<file path="config.mk">
export PLATFORM = sky130hd
export DESIGN_NAME = ps2_key_tracker
export DESIGN_NICKNAME = d
export VERILOG_FILES = /design/src/rtl/ps2_key_tracker.sv
export SDC_FILE = /design/constraint.sdc
export NUM_CORES = 1
export LEC_CHECK = 0
export CAP_MARGIN = 30
export CORE_MARGIN = 2
export CORE_UTILIZATION = 50
export DETAILED_ROUTE_END_ITERATION = 6
export MAX_ROUTING_LAYER = met4
export PLACE_DENSITY = 0.84
export REMOVE_ABC_BUFFERS = 1
export SETUP_SLACK_MARGIN = 0.1
export SLEW_MARGIN = 10
export SYNTH_ARGS = -nofsm -noshare
export SYNTH_HDL_FRONTEND = slang
export SYNTH_SLANG_ARGS = --single-unit
</file>
<file path="constraint.sdc">
create_clock -name CLOCK_50 -period 1.92 [get_ports CLOCK_50]
set_input_delay 0.48 -clock CLOCK_50 [delete_from_list [all_inputs] [get_ports CLOCK_50]]
set_output_delay 0.48 -clock CLOCK_50 [all_outputs]
set_load 0.01 [all_outputs]
</file>
<file path="src/rtl/ps2_key_tracker.sv">
// PS/2 scan-code decoder: tracks make/break/extended sequences, keeps a held bitmap for the game keys
// and emits press/release pulses. Define PS2_TYPEMATIC_FILTER_EN to suppress auto-repeat presses.
module ps2_key_tracker #(
  parameter int unsigned TIMEOUT_CYCLES = 5_000_000
) (
  input  logic       CLOCK_50,
  input  logic       reset,
  input  logic [7:0] scan_code,
  input  logic       scan_valid,
  output logic [6:0] key_held,
  output logic [6:0] key_press,
  output logic [6:0] key_release,
  output logic       start,
  output logic       move_up,
  output logic       seq_error
);

  localparam int unsigned CNT_RAW = $clog2(TIMEOUT_CYCLES + 1);
  localparam int unsigned CNT_W   = (CNT_RAW < 1) ? 1 : CNT_RAW;
  localparam int unsigned NKEYS   = 7;

  localparam logic [7:0] C_BRK = 8'hF0;
  localparam logic [7:0] C_EXT = 8'hE0;
  localparam logic [7:0] C_UP  = 8'h75;
  localparam logic [CNT_W-1:0] CNT_MAX = CNT_W'(TIMEOUT_CYCLES);

  typedef enum logic [1:0] {S_IDLE, S_BRK, S_EXT, S_EXT_BRK} state_t;

  state_t           r_state, w_state_nxt;
  logic [CNT_W-1:0] r_cnt;
  logic [NKEYS-1:0] r_held;
  logic [NKEYS-1:0] r_press;
  logic [NKEYS-1:0] r_release;
  logic             r_start, r_move_up, r_seq_error;

  logic [NKEYS-1:0] w_map;
  logic [NKEYS-1:0] w_make, w_brk, w_press, w_rel, w_held_nxt;
  logic             w_err, w_timeout;

  // Non-extended code to key one-hot; UP only exists as an extended code.
  always_comb begin
    w_map = '0;
    case (scan_code)
      8'h1D:   w_map = 7'b000_0001;
      8'h1C:   w_map = 7'b000_0010;
      8'h1B:   w_map = 7'b000_0100;
      8'h23:   w_map = 7'b000_1000;
      8'h4D:   w_map = 7'b001_0000;
      8'h29:   w_map = 7'b010_0000;
      default: w_map = '0;
    endcase
  end

  // Sequence FSM: next state plus make/break/error events for this cycle.
  always_comb begin
    w_state_nxt = r_state;
    w_make      = '0;
    w_brk       = '0;
    w_err       = 1'b0;
    w_timeout   = (r_state != S_IDLE) && (r_cnt == CNT_MAX) && !scan_valid;
    if (scan_valid) begin
      case (r_state)
        S_IDLE: begin
          if (scan_code == C_BRK)      w_state_nxt = S_BRK;
          else if (scan_code == C_EXT) w_state_nxt = S_EXT;
          else                         w_make      = w_map;
        end
        S_BRK: begin
          w_state_nxt = S_IDLE;
          if (scan_code == C_BRK || scan_code == C_EXT) w_err = 1'b1;
          else                                          w_brk = w_map;
        end
        S_EXT: begin
          if (scan_code == C_BRK) begin
            w_state_nxt = S_EXT_BRK;
          end else begin
            w_state_nxt = S_IDLE;
            if (scan_code == C_UP)       w_make[6] = 1'b1;
            else if (scan_code == C_EXT) w_err     = 1'b1;
          end
        end
        default: begin
          w_state_nxt = S_IDLE;
          if (scan_code == C_UP)                             w_brk[6] = 1'b1;
          else if (scan_code == C_EXT || scan_code == C_BRK) w_err    = 1'b1;
        end
      endcase
    end else if (w_timeout) begin
      w_state_nxt = S_IDLE;
      w_err       = 1'b1;
    end
  end

  // Press/release qualification against the current held bitmap.
  always_comb begin
`ifdef PS2_TYPEMATIC_FILTER_EN
    w_press = w_make & ~r_held;
`else
    w_press = w_make;
`endif
    w_rel      = w_brk & r_held;
    w_held_nxt = (r_held | w_make) & ~w_rel;
  end

  always_ff @(posedge CLOCK_50) begin
    if (!reset) begin
      r_state <= S_IDLE;
    end else begin
      r_state <= w_state_nxt;
    end
  end

  // Prefix timeout counter, saturating at TIMEOUT_CYCLES.
  always_ff @(posedge CLOCK_50) begin
    if (!reset) begin
      r_cnt <= '0;
    end else if (scan_valid || r_state == S_IDLE || w_timeout) begin
      r_cnt <= '0;
    end else if (r_cnt != CNT_MAX) begin
      r_cnt <= r_cnt + CNT_W'(1);
    end
  end

  always_ff @(posedge CLOCK_50) begin
    if (!reset) begin
      r_held      <= '0;
      r_press     <= '0;
      r_release   <= '0;
      r_start     <= 1'b0;
      r_move_up   <= 1'b0;
      r_seq_error <= 1'b0;
    end else begin
      r_held      <= w_held_nxt;
      r_press     <= w_press;
      r_release   <= w_rel;
      r_start     <= w_press[4];
      r_move_up   <= w_held_nxt[5] | w_held_nxt[6];
      r_seq_error <= w_err;
    end
  end

  assign key_held    = r_held;
  assign key_press   = r_press;
  assign key_release = r_release;
  assign start       = r_start;
  assign move_up     = r_move_up;
  assign seq_error   = r_seq_error;

endmodule

</file>
==> impl_summary.txt <==
----------------------------------------------------
[Synth]
  Post-Synthesis Cells ... 240
  Register bit count reported by yosys ... 48
  Top flip-flop cell by instance count after synthesis ... sky130_fd_sc_hd__dfxtp_1
  Seq/Total Area, Yosys ... 43.9%
  Count of synthesis-stage warnings from yosys ... 0
  Cell types occupying the most area after synthesis ... sky130_fd_sc_hd__dfxtp_1 44%, sky130_fd_sc_hd__nor2_1 4.5%, sky130_fd_sc_hd__xor2_1 3.2%
  Post-synth EDFFs ... 0
  Cell variety after synth ... 49
  Syn Area/Cell ... 9.13 µm²
  Yosys top cell by area ... sky130_fd_sc_hd__dfxtp_1
  Post-Syn Area ... 0.00219 mm²
  Share of flip-flops with an asynchronous set or reset after synthesis ... 0%
  Area share of the largest cell type after synthesis ... 43.9%

[Final layout]
  Nets ... 312
  Area growth, synth to finish ... 32.4%
  Core utilization of the finished layout ... 67.5%
  Share of layout cells above drive strength 1 ... 16.7%
  Number of diodes ... 0

[GRT]
  Pin count of the biggest net entering global routing ... 16
  Via count of the first global-routing pass ... 1940
  All-Layer GR Usage ... 22.7%
  Leftover overflow at the end of global routing ... 0
  Number of antenna violations at the first check in global routing ... 0
  Wire length of the first global-routing pass ... 8690 µm

[Setup path]
  Delay of the slowest critical-path stage ... 550 ps
  CP max FO ... 3
  Setup crit end kind ... register
  Slowest stage cell, crit path ... sky130_fd_sc_hd__or4b_4
  Element type at the critical path start ... primary input
  Critical path arrival ... 1970 ps
  Critical path class ... primary input to register
  Most frequent cell on the critical path ... sky130_fd_sc_hd__nor3_1
  Data required time of the worst path ... 2100 ps
  Series of cell instances along the critical path ... clkdlybuf4s50_1 -> or4b_4 -> buf_4 -> nor3_1 -> nor3_1
  Worst reg2reg setup slack ... 240 ps

[STA]
  Clock period minus final worst setup slack ... 1790 ps
  Unrepaired setup endpoints after global routing ... true
  Final setup violation count ... 0
  Slew Limit Headroom ... 77.2%
  Sum Neg Setup Slack ... 0 ps
  Highest attainable clock frequency ... 0.559 GHz
  Transition time at the pin with the least slew margin ... 337 ps
  Share of the clock period used by the worst path ... 93.1%
  Worst Setup Slack, final ... 133 ps
  Fin. max-slew vios ... 0
  Clk_skew ... 7.27 ps
  Final Hold Fails ... 0

[Route]
  Iteration-0 DRC count of the detailed router ... 236
  Sum of routed wire length over all layers ... 5210 µm
  Routed length per instance ... 14.8 µm
  Vias per cell ... 5.63
  DRC violations left ... 0
  Vias ... 1983
  Initial DRT Pass Iterations ... 4
  DRT antenna net count ... 0

[CTS]
  Maximum level of the CTS H-tree ... 2
  Maximum number of buffers from clock root to sink ... 2
  Clock insertion delay at the later pin of the skew report ... 300 ps
  Hold-fix buffers, CTS ... 0
  CTS root buffer ... sky130_fd_sc_hd__clkbuf_8
  Number of buffers inserted during clock tree synthesis ... 5
  TritonCTS clock tree ... done
  Reg clk slew, reported paths ... 80 ps
  TritonCTS sink count ... 48

[Place]
  Placed wire-length estimate ... 3860 µm
  Pre-CTS setup slack ... -200 ps
  Weighted congestion at the end of routability-driven global placement ... 0.859
  Number of buffers inserted by port buffering ... 34

[Floorplan]
  Die height ... 70.2 µm
  Width of the die ... 70.2 µm
  Initial cell density of the core ... 51.0%
  Num rows ... 24
  Ports placed on the boundary ... 35
  Placeable core region ... 0.00429 mm²
  Die Outline Area ... 0.00493 mm²

[Job]
  Maximum Capacitance Violations ... 0

[Power]
  Leakage power of the design ... 1.07 nW
  Peak ir drop on the vdd network ... 359 µV
  Power per cell area ... 628 mW/mm²

[Run status]
  Result of the run ... finished clean

[Hold path]
  HP Class ... register to register

----------------------------------------------------
-- logic make-up (layout without fill, tap and decap cells) --
kind of cell,count (synthesis),after routing,share of synthesized area (%)
and+or+nand+nor,122,122,34.7
buffers and inverters,20,80,4.17
AOI/OAI and AO/OA,31,31,9.08
muxes,5,5,2.28
xor gates and xnor gates,12,12,4.80
adders and majority gates,2,2,1.14
DFF,48,48,43.9
-- path summary, 6_finish.rpt --
kind	from	endpoint	cells past startpoint
max	scan_code[1]	key_press[2]	5
min	key_held[4]	key_release[4]	2
max reg2reg	r_cnt[7]	r_cnt[19]	4
min reg2reg	key_held[4]	key_release[4]	2
-- registers in the layout (all words and copies together) (netlist names) --
register     flops
move_up          1
key_release      7
key_press        7
r_cnt           23
seq_error        1
key_held         7
r_state          2
-- critical path, delay by kind of cell --
family	cells	cell delay (ps)
buf+inv	2	610
simple gates	3	870
-- cell type report --
type / instances / area (µm²)
clock buffer: 6 / 72.6
inverter: 10 / 37.5
tap: 52 / 65.1
sequential: 48 / 961
timing repair buffer: 62 / 562
fill: 352 / 1390
multi-input combinational: 172 / 1170
clock inverter: 2 / 35.0
-- routing by layer --
layer	routed length (µm)	vias to the layer above	global-route usage, %
li1	-	977	-
met1	2230	940	25.2
met2	2690	56	39.5
met3	213	10	5.34
met4	81	0	8.76
met5	0	-	-
-- per-stage QoR --
stage / instance area, µm² / hold WS, ps / power, mW / instances
floorplan: 2140 / 426 / 1.04 / 230
global placement: 2750 / 438 / 1.12 / 343
detailed placement: 2750 / 450 / 1.12 / 343
CTS: 2850 / 461 / 1.83 / 351
global route: 2900 / 490 / 1.88 / 352
finish: 2900 / 457 / 1.82 / 352
-- synth_stat cells, types with 2 or more instances --
cell type,count
sky130_fd_sc_hd__o31ai_1,4
sky130_fd_sc_hd__and3_1,5
sky130_fd_sc_hd__o21ai_0,7
sky130_fd_sc_hd__nor4_1,2
sky130_fd_sc_hd__nor2_1,26
sky130_fd_sc_hd__dfxtp_1,48
sky130_fd_sc_hd__nand3_1,13
sky130_fd_sc_hd__and2_1,6
sky130_fd_sc_hd__nor4b_1,2
sky130_fd_sc_hd__or4_1,3
sky130_fd_sc_hd__o2111ai_1,2
sky130_fd_sc_hd__inv_1,10
sky130_fd_sc_hd__nand2_1,14
sky130_fd_sc_hd__a21oi_1,9
sky130_fd_sc_hd__o21a_1,2
sky130_fd_sc_hd__or4b_1,2
sky130_fd_sc_hd__nor4bb_1,2
sky130_fd_sc_hd__nor3_1,7
sky130_fd_sc_hd__nor3b_1,2
sky130_fd_sc_hd__ha_1,2
sky130_fd_sc_hd__clkbuf_1,4
sky130_fd_sc_hd__or4_4,2
sky130_fd_sc_hd__nand4_1,8
sky130_fd_sc_hd__xnor2_1,4
sky130_fd_sc_hd__or3_1,6
sky130_fd_sc_hd__nand4b_1,3
sky130_fd_sc_hd__mux2i_1,5
sky130_fd_sc_hd__nor2b_1,6
sky130_fd_sc_hd__buf_2,3
sky130_fd_sc_hd__and4_1,3
sky130_fd_sc_hd__a21boi_0,3
sky130_fd_sc_hd__xor2_1,8
-- layout by cell type (no fill, tap or decap), drive strengths merged, types with 9 or more instances in the layout --
master         count
inv               10
nand4              9
dfxtp             48
clkdlybuf4s50     31
buf               28
nand2             15
a21oi             10
nor2              26
nand3             14
-- power breakdown --
part	switching [mW]	internal (mW)	total, mW
Combinational	0.0508	0.0561	0.107
Sequential	0.000418	0.995	0.995
Clock	0.332	0.387	0.719
Total	0.383	1.44	1.82
-- what timing repair did --
action | CTS | global route
setup endpoints to repair | 0 | 13
resized for setup | 0 | 11
hold endpoints to repair | 0 | 0
setup buffers | 0 | 1
(Power assumes the default switching activity.)
